$ cat config.mk
export PLATFORM = sky130hd
export DESIGN_NAME = divu_hilo_ctrl_flat
export DESIGN_NICKNAME = d
export VERILOG_FILES = /design/src/rtl/divu_hilo_ctrl_pkg.sv /design/src/rtl/divu_hilo_ctrl_if.sv /design/src/rtl/divu_hilo_ctrl_div_iter_counter.sv /design/src/rtl/divu_hilo_ctrl.sv /design/src/flat_wrapper.sv
export SDC_FILE = /design/constraint.sdc
export NUM_CORES = 1
export LEC_CHECK = 0
export CORE_UTILIZATION = 36
export CTS_CLUSTER_DIAMETER = 100
export DETAILED_ROUTE_END_ITERATION = 12
export MAX_ROUTING_LAYER = met4
export PLACE_DENSITY_LB_ADDON = 0.08
export SETUP_SLACK_MARGIN = 0.15
export SYNTH_ARGS = -nofsm -noshare
export SYNTH_HDL_FRONTEND = slang
export SYNTH_HIERARCHICAL = 1
export SYNTH_SLANG_ARGS = --single-unit
$ cat constraint.sdc
create_clock -name clk -period 5.66 [get_ports clk]
set_input_delay 1.132 -clock clk [delete_from_list [all_inputs] [get_ports clk]]
set_output_delay 1.132 -clock clk [all_outputs]
set_load 0.05 [all_outputs]
$ cat src/rtl/divu_hilo_ctrl_pkg.sv
// Shared constants for the DIVU sequencer and HI/LO pair.
// DIV_ZERO_FAST_EN: see divu_hilo_ctrl.sv.
package divu_hilo_ctrl_pkg;

  localparam int XLEN         = 32;
  localparam int DEF_ITER_CNT = 33;
  localparam int CNT_W        = 6;

  localparam logic [5:0] DIV_NOP  = 6'b000000;
  localparam logic [5:0] DIV_DIVU = 6'b011011;
  localparam logic [5:0] DIV_OUT  = 6'b111111;

  typedef logic [2:0] state_t;

  localparam state_t S_IDLE    = 3'd0;
  localparam state_t S_LOAD    = 3'd1;
  localparam state_t S_ITER    = 3'd2;
  localparam state_t S_OUT     = 3'd3;
  localparam state_t S_CAPTURE = 3'd4;

endpackage

$ cat src/rtl/divu_hilo_ctrl_if.sv
// Control/data bundle between the DIVU sequencer and the
// iterative divider.
interface divu_hilo_ctrl_if
  import divu_hilo_ctrl_pkg::*;
();

  logic              div_enable;
  logic [5:0]        div_signal;
  logic [XLEN-1:0]   div_dataA;
  logic [XLEN-1:0]   div_dataB;
  logic [2*XLEN-1:0] div_result;

  modport master (
    output div_enable,
    output div_signal,
    output div_dataA,
    output div_dataB,
    input  div_result
  );

  modport slave (
    input  div_enable,
    input  div_signal,
    input  div_dataA,
    input  div_dataB,
    output div_result
  );

endinterface

$ cat src/rtl/divu_hilo_ctrl_div_iter_counter.sv
// Iteration counter for the divider ITER phase:
// clear, count-enable and terminal-count flag.
module div_iter_counter
  import divu_hilo_ctrl_pkg::*;
#(
  parameter int LAST = DEF_ITER_CNT - 1
) (
  input  logic clk,
  input  logic reset,
  input  logic clr,
  input  logic en,
  output logic tc
);

  logic [CNT_W-1:0] cnt_q;

  assign tc = (cnt_q == CNT_W'(LAST));

  always_ff @(posedge clk or negedge reset) begin
    if (!reset) begin
      cnt_q <= '0;
    end else if (clr) begin
      cnt_q <= '0;
    end else if (en) begin
      cnt_q <= tc ? '0 : cnt_q + 1'b1;
    end
  end

endmodule

$ cat src/rtl/divu_hilo_ctrl.sv
// DIVU sequencer + HI/LO registers in front of the iterative divider.
// Optional `DIV_ZERO_FAST_EN: divisor 0 bypasses the divider.
module divu_hilo_ctrl
  import divu_hilo_ctrl_pkg::*;
#(
  parameter int ITER_CNT = DEF_ITER_CNT
) (
  input  logic            clk,
  input  logic            reset,
  input  logic            start,
  input  logic [XLEN-1:0] op_a,
  input  logic [XLEN-1:0] op_b,
  input  logic            abort,
  input  logic            hi_we,
  input  logic            lo_we,
  input  logic [XLEN-1:0] wdata,
  divu_hilo_ctrl_if.master div,
  output logic            busy,
  output logic            done,
  output logic [XLEN-1:0] hi,
  output logic [XLEN-1:0] lo
);

  state_t          state_q;
  state_t          state_d;
  logic [XLEN-1:0] opa_q;
  logic [XLEN-1:0] opb_q;
  logic            tc;
  logic            zf_go;
  logic            accept;
  logic            cap;
  logic [XLEN-1:0] cap_hi;
  logic [XLEN-1:0] cap_lo;

  logic st_idle;
  logic st_load;
  logic st_iter;
  logic st_out;
  logic st_cap;

  assign st_idle = (state_q == S_IDLE);
  assign st_load = (state_q == S_LOAD);
  assign st_iter = (state_q == S_ITER);
  assign st_out  = (state_q == S_OUT);
  assign st_cap  = (state_q == S_CAPTURE);

  assign accept = st_idle & start & ~abort;
  assign cap    = st_cap & ~abort;

  assign busy = ~st_idle;
  assign done = cap;

  assign div.div_enable = st_load;
  assign div.div_dataA  = opa_q;
  assign div.div_dataB  = opb_q;

  always_comb begin
    div.div_signal = DIV_NOP;
    unique case (1'b1)
      st_iter: div.div_signal = DIV_DIVU;
      st_out:  div.div_signal = DIV_OUT;
      default: ;
    endcase
  end

`ifdef DIV_ZERO_FAST_EN
  logic zf_q;

  assign zf_go  = (op_b == '0);
  assign cap_lo = zf_q ? '1 : div.div_result[2*XLEN-1:XLEN];
  assign cap_hi = zf_q ? opa_q : div.div_result[XLEN-1:0];

  always_ff @(posedge clk or negedge reset) begin
    if (!reset) begin
      zf_q <= 1'b0;
    end else if (accept) begin
      zf_q <= zf_go;
    end
  end
`else
  assign zf_go  = 1'b0;
  assign cap_lo = div.div_result[2*XLEN-1:XLEN];
  assign cap_hi = div.div_result[XLEN-1:0];
`endif

  always_comb begin
    state_d = state_q;
    case (state_q)
      S_IDLE:    if (start) state_d = zf_go ? S_CAPTURE : S_LOAD;
      S_LOAD:    state_d = S_ITER;
      S_ITER:    if (tc) state_d = S_OUT;
      S_OUT:     state_d = S_CAPTURE;
      S_CAPTURE: state_d = S_IDLE;
      default:   state_d = S_IDLE;
    endcase
    // a flush always wins, including over a same-cycle start
    if (abort) state_d = S_IDLE;
  end

  always_ff @(posedge clk or negedge reset) begin
    if (!reset) begin
      state_q <= S_IDLE;
    end else begin
      state_q <= state_d;
    end
  end

  always_ff @(posedge clk or negedge reset) begin
    if (!reset) begin
      opa_q <= '0;
      opb_q <= '0;
    end else if (accept) begin
      opa_q <= op_a;
      opb_q <= op_b;
    end
  end

  always_ff @(posedge clk or negedge reset) begin
    if (!reset) begin
      hi <= '0;
      lo <= '0;
    end else if (cap) begin
      hi <= cap_hi;
      lo <= cap_lo;
    end else if (st_idle) begin
      if (hi_we) hi <= wdata;
      if (lo_we) lo <= wdata;
    end
  end

  div_iter_counter #(
    .LAST (ITER_CNT - 1)
  ) u_cnt (
    .clk   (clk),
    .reset (reset),
    .clr   (~st_iter | abort),
    .en    (st_iter),
    .tc    (tc)
  );

endmodule

$ cat src/flat_wrapper.sv
// flat-port wrapper written by rule: the top's interface ports become plain ports
module divu_hilo_ctrl_flat import divu_hilo_ctrl_pkg::*;
#(
  parameter int ITER_CNT = DEF_ITER_CNT
)
  (clk, reset, start, op_a, op_b, abort, hi_we, lo_we, wdata, busy, done, hi, lo, div_div_enable, div_div_signal, div_div_dataA, div_div_dataB, div_div_result);
  divu_hilo_ctrl_if div_i ();
  input  logic clk;
  input  logic reset;
  input  logic start;
  input  logic [XLEN-1:0] op_a;
  input  logic [XLEN-1:0] op_b;
  input  logic abort;
  input  logic hi_we;
  input  logic lo_we;
  input  logic [XLEN-1:0] wdata;
  output logic busy;
  output logic done;
  output logic [XLEN-1:0] hi;
  output logic [XLEN-1:0] lo;
  output wire logic [$bits(div_i.div_enable)-1:0] div_div_enable;
  output wire logic [$bits(div_i.div_signal)-1:0] div_div_signal;
  output wire logic [$bits(div_i.div_dataA)-1:0] div_div_dataA;
  output wire logic [$bits(div_i.div_dataB)-1:0] div_div_dataB;
  input wire logic [$bits(div_i.div_result)-1:0] div_div_result;
  assign div_div_enable = div_i.div_enable;
  assign div_div_signal = div_i.div_signal;
  assign div_div_dataA = div_i.div_dataA;
  assign div_div_dataB = div_i.div_dataB;
  assign div_i.div_result = div_div_result;
  divu_hilo_ctrl #(.ITER_CNT(ITER_CNT)) u_core (.clk(clk), .reset(reset), .start(start), .op_a(op_a), .op_b(op_b), .abort(abort), .hi_we(hi_we), .lo_we(lo_we), .wdata(wdata), .div(div_i), .busy(busy), .done(done), .hi(hi), .lo(lo));
endmodule
==> results.cfg <==
[floorplanning]
die_area_mm2 = 0.0172
io_pins = 303
die_w_um = 131
coreArea_mm2 = 0.0161
die_h_um = 131
initial_utilization_pct = 37.4
num_rows = 46

[sta]
slew_headroom_pct = 33.9
report.final.slew_viol_count = 0
finalSetupViolCount = 0
period_minus_slack_ns = 4.07
skew_ns = 0.00664
tightest_slew_ns = 0.991
hold_viol = 0
worst_hold_slack_ns = 0.504
finalCritPeriodShare_pct = 71.9
max_freq_ghz = 0.246
totalNegativeSetupSlack_ns = 0
rsz0062_at_grt = no

[cells_and_area]
layoutNonFillerInstCount = 964
n_antenna_cell = 0
regArea_mm2 = 0.00343
area_growth_pct = 62.0
nets = 903
nFillCells = 1315
multiInputGateArea_mm2 = 0.00238
drive_gt1_share_pct = 21.4
post-route-util_pct = 60.5

[detailed_routing]
drc = 0
vias_per_cell = 4.77
ant_nets = 0
drt_iter0_markers = 110
routedWlPerCell_um = 17.7
first_pass_iters = 4
vias = 4603
routed_wl_mm = 17.1

[critical_path]
arrival_ns = 2.94
critPathMaxFanout = 6
end_kind = output port
path_class = in2out
setup.worst_path.start_class = primary input
crit_required_ns = 4.53

[global_routing]
grt_pass1_vias = 4917
grt_pass1_wl_mm = 25.3
grtUsageTotal_pct = 20.5
grt_start_max_net_pins = 100
overflow = 0
antenna_found_initial = 0

[clock_network]
cts_setup_buffers = 0
h-tree-depth = 4
cts-root-buf = clkbuf_16
clk_latency_ns = 0.42
numCtsBuffers = 17
post_cts_resize_count = 0
cts_tree = yes
cts_sinks = 137
postCtsHoldBufs = 0
cts.path.max_buffers = 2
clkTransAtPathRegs_ns = 0.06

[logic_synthesis]
netlist_area_mm2 = 0.00600
syn_inst = 439
synth_fp_nets = 607
ys_seq_area_share_pct = 57.2
postSynthAreaPerCell_um2 = 13.7
yosysUniqueCellTypes = 33
ys_ff_latch = 137
yosys_warnings = 6

[place]
dp.cells = 932
place_congestion = 0.750
dp_hpwl_mm = 12.2
numPortBuffers = 302

[worst_hold_path]
min_path_type = reg2reg

[power_and_ir_drop]
p_per_area_mw_per_mm2 = 417
cellLeakagePower_nw = 3.89
ir_drop_mv = 0.284
power_mw = 4.05

[run_status]
status = finished, final reports clean

[run]
maxCapViolCount = 0
-- cell families after synthesis --
| family | synth area share [%] |
|---|---|
| buffers and inverters | 3.34 |
| XOR/XNOR | 0.438 |
| AND/OR/NAND/NOR | 5.63 |
| multiplexers | 29.1 |
| adder cells (fa/ha/maj) | 0.417 |
| AO/OA/AOI/OAI | 3.94 |
| flip-flops | 57.2 |
-- stage by stage --
| stage | cell area (µm²) | setup WS, ns |
|---|---|---|
| after CTS | 9710 | 1.57 |
| after floorplan | 6000 | 2.28 |
| final | 9710 | 1.59 |
| after detailed placement | 9150 | 1.57 |
| after global placement | 9150 | 1.60 |
| after global routing | 9710 | 1.53 |
-- critical path, cell delays in order --
cell	delay [ns]
clkdlybuf4s50_1	0.55
nor4b_4	0.39
clkdlybuf4s50_1	0.86
-- layer usage --
layer	up-vias	GRT usage, %	share of wire, %
met4	0	7.51	2.3
met5	-	-	0
met1	2254	22.0	39
li1	2141	-	-
met3	30	7.55	7.6
met2	178	34.7	52
-- sequential cells by signal (all words and copies together) (netlist names) --
| register | count |
|---|---|
| u_core/lo | 32 |
| u_core/state_q | 3 |
| u_core/div.div_dataB | 32 |
| u_core/u_cnt/cnt_q | 6 |
| u_core/hi | 32 |
| u_core/div.div_dataA | 32 |
-- cell usage in the layout (no fill, tap or decap), drive strengths merged --
cell type,n
a211oi,2
a21oi,2
a221oi,1
and2,2
buf,6
bufinv,1
clkbuf,18
clkdlybuf4s50,301
clkinv,5
clkinvlp,6
dfrtp,137
ha,2
inv,4
mux2,122
mux2i,37
nand2,39
nand2b,3
nand3,1
nand4,1
nand4bb,1
nor2,5
nor2b,3
nor3,1
nor4,1
nor4b,3
o2111ai,1
o211ai,1
o21ai,36
or3,2
or3b,1
xnor2,1
xor2,2
-- final timing paths --
check	depth (start not counted)	endpoint	start	slack, ns
min in group asynchronous	1	u_core/hi[28]	reset	0.75
worst max register to register	5	u_core/u_cnt/cnt_q[5]	u_core/state_q[1]	3.07
max in group asynchronous	2	u_core/lo[1]	reset	3.65
worst min register to register	1	u_core/div.div_dataB[10]	u_core/div.div_dataB[10]	0.50
worst max-delay path	3	done	abort	1.59
worst min-delay path	1	u_core/div.div_dataB[10]	u_core/div.div_dataB[10]	0.50
-- cell type report --
| class | instances | share of cell area, % |
|---|---|---|
| inverters | 2 | 0.0773 |
| clock buffers | 18 | 4.52 |
| multi-input cells | 270 | 24.5 |
| well taps | 216 | 2.78 |
| repair buffers | 307 | 31.5 |
| clock inverters | 14 | 1.29 |
| flip-flops and latches | 137 | 35.3 |
-- synth_stat cells --
cell / count / area (µm²)
buf_2: 13 / 65.1
buf_4: 9 / 67.6
nor3_1: 1 / 5.00
inv_1: 2 / 7.51
nand4_1: 1 / 6.26
o2111ai_2: 1 / 15.0
nand2b_1: 3 / 18.8
o21ai_1: 6 / 30.0
nor2_1: 5 / 18.8
a211oi_1: 2 / 15.0
a21oi_1: 2 / 10.0
a221oi_1: 1 / 8.76
buf_6: 4 / 45.0
nor4_1: 1 / 6.26
ha_1: 2 / 25.0
o211ai_1: 1 / 7.51
xnor2_1: 1 / 8.76
dfrtp_1: 137 / 3430
clkbuf_1: 4 / 15.0
mux2_2: 115 / 1290
nand4bb_1: 1 / 11.3
nor4b_2: 1 / 15.0
xor2_1: 2 / 17.5
mux2i_1: 37 / 370
nand3_2: 1 / 10.0
nor4b_4: 2 / 47.6
or3_1: 2 / 12.5
and2_1: 2 / 12.5
nor2b_1: 3 / 18.8
o21ai_0: 30 / 150
nand2_1: 39 / 146
or3b_2: 1 / 8.76
mux2_1: 7 / 78.8
-- power breakdown --
group,total [mW],switching [mW],internal (mW)
Combinational,1.69,1.05,0.639
Sequential,1.31,0.117,1.19
Clock,1.05,0.437,0.616
Note: power is estimated with default switching activity, not from simulation.
==> variant (config.mk and constraints unchanged) <==
The option `DIV_ZERO_FAST_EN` is turned on by a define.
--- a/src/rtl/divu_hilo_ctrl.sv
+++ b/src/rtl/divu_hilo_ctrl.sv
@@ -1,5 +1,7 @@
 // DIVU sequencer + HI/LO registers in front of the iterative divider.
 // Optional `DIV_ZERO_FAST_EN: divisor 0 bypasses the divider.
+`define DIV_ZERO_FAST_EN
+
 module divu_hilo_ctrl
   import divu_hilo_ctrl_pkg::*;
 #(
Function: changed (Yosys sat finds a counterexample within 4 cycles, from zero or initial values and one cycle with reset low).
==> variant against the original RTL <==
- sequential cell count increased by 1
- power up 26%
- critical path depth grew 1
- largest power group unchanged
- clock skew rose by 0.0036 ns
- design area up 4.3%
- routed wire length is 21% higher
- setup slack got worse by 0.48 ns
- sequential power rose by 14%
- area after synthesis is 6.8% higher
- highest routed layer unchanged
==> variant: results (changes against the original RTL) <==
* Status: finished, final reports clean
* First-pass GRT wire length at 31.8 mm (+26%)
* Reg2reg setup slack at 2.96 ns (-0.11 ns)
* Initial DRC Count at 202 (+84%)
* Min-Delay Path Class: reg2reg
* Final Wtd Congestion at 0.810 (+8.0%)
* DP Area at 0.00950 mm² (+3.8%)
* DP HPWL at 14.3 mm (+17%)
* Fillcell total at 1421 (+8.1%)
* Worst-path clk slew at 0.06 ns (about the same)
* Critical Path Source: abort
* Synth top area cells: dfrtp_1, mux2_2, nand2_1
* Resize count post-CTS at 0 (unchanged)
* H-Tree Depth at 4 (unchanged)
* Setup TNS at 0 ns (unchanged)
* Share of cells above drive strength 1 at 13.8% (-7.6 points)
* Crit path max fanout at 56 (+50)
* Num CTS Buffers at 17 (unchanged)
* Port Buf Inserts at 302 (unchanged)
* Layout Nets at 1045 (+16%)
* Largest net degree at the start of global routing at 101 (+1.0%)
* Most frequent cells after synthesis: dfrtp_1, nand2_1, mux2_2
* Post-CTS Setup Bufs at 0 (unchanged)
* CTS Root Cell: clkbuf_16
* EDFF count, synth at 0 (unchanged)
* Worst reg2reg endpoint: u_core/state_q[2]
* Ant diodes at 0 (unchanged)
* Worst setup path end: done
* Post-synth cell types at 36 (+9.1%)
* Worst-Margin Slew at 1.14 ns (+0.148 ns)
* Wire length per cell at 18.6 µm (+4.8%)
* All-Layer GR Usage at 23.6% (+3.0 points)
* VDD IR max at 0.276 mV (-2.9%)
* Worst Reg-to-Reg Cells at 5 (unchanged)
* Vias in the first global route at 5889 (+20%)
* Leak at 4.10 nW (+5.4%)
* YS warnings at 6 (unchanged)
* CTS Buffer Depth at 2 (unchanged)
* Main synth FF type: dfrtp_1
* Drt first pass iters at 4 (unchanged)
* Post-synthesis sequential area ratio at 53.9% (-3.2 points)
* Worst Path Arrival at 3.42 ns (+0.48 ns)
* Via count at 5774 (+25%)
* Syn nets at 768 (+27%)
* Worst skew pair latency at 0.42 ns (about the same)
* Initial antenna violation count at 0 (unchanged)
* RR Startpoint: u_core/state_q[0]
* Share of flip-flops with an asynchronous set or reset at 100% (unchanged)
* Post-Route Skew at 0.0102 ns (+0.00358 ns)
[variant: stage by stage]
stage	worst slack (ns)	std cells	power (mW)	hold WS, ns
2_1_floorplan	2.24	600	3.00	0.519
3_3_place_gp	1.11	1083	3.90	0.487
3_5_place_dp	1.11	1083	3.93	0.492
4_1_cts	1.11	1115	5.15	0.506
5_1_grt	1.03	1115	5.31	0.515
6_report	1.11	1115	5.10	0.503
[variant: layout make-up]
class,count,area (µm²),area share (%)
clock inverter,11,168,1.65
multi-input combinational,407,2650,26.2
clock buffer,21,470,4.64
inverter,4,15.0,0.148
tap,225,282,2.78
timing repair buffer,309,3090,30.5
sequential,138,3460,34.1
[variant: how the worst min path moves through the flow]
stage | depth (start not counted) | start | endpoint | slack, ns
5_1_grt | 1 | u_core/div.div_dataB[9] | u_core/div.div_dataB[9] | 0.51
6_report | 1 | u_core/div.div_dataB[3] | u_core/div.div_dataB[3] | 0.50
3_5_place_dp | 1 | u_core/div.div_dataB[15] | u_core/div.div_dataB[15] | 0.49
2_1_floorplan | 2 | u_core/u_cnt/cnt_q[4] | u_core/u_cnt/cnt_q[4] | 0.52
4_1_cts | 1 | u_core/div.div_dataB[11] | u_core/div.div_dataB[11] | 0.51
3_3_place_gp | 1 | u_core/div.div_dataB[16] | u_core/div.div_dataB[16] | 0.49
[variant: kinds of logic (layout without fill, tap and decap cells)]
| kind of cell | count (synthesis) | in the layout | synth area share, % |
|---|---|---|---|
| AO/OA/AOI/OAI | 107 | 107 | 12.3 |
| XOR/XNOR | 3 | 3 | 0.410 |
| adder cells (fa/ha/maj) | 2 | 2 | 0.391 |
| buffers and inverters | 55 | 345 | 4.67 |
| flip-flops | 138 | 138 | 53.9 |
| multiplexers | 66 | 66 | 11.6 |
| AND/OR/NAND/NOR | 229 | 229 | 16.7 |
[variant: worst max-delay path, cell delays in order]
cell and delay (ns):
clkdlybuf4s50_1 0.47, or4b_4 0.85, inv_1 0.12, clkdlybuf4s50_1 0.83
[variant: report_power, final]
group / internal [mW] / switching, mW
combinational: 0.856 / 1.56
clock: 0.772 / 0.425
sequential: 1.29 / 0.194
[variant: routing by layer]
layer	global-route usage, %	part of all wire (%)	routed length (µm)
met3	5.65	6.7	1390
met5	-	0	0
met1	28.0	42	8740
met2	38.4	49	10100
met4	9.36	2.3	480
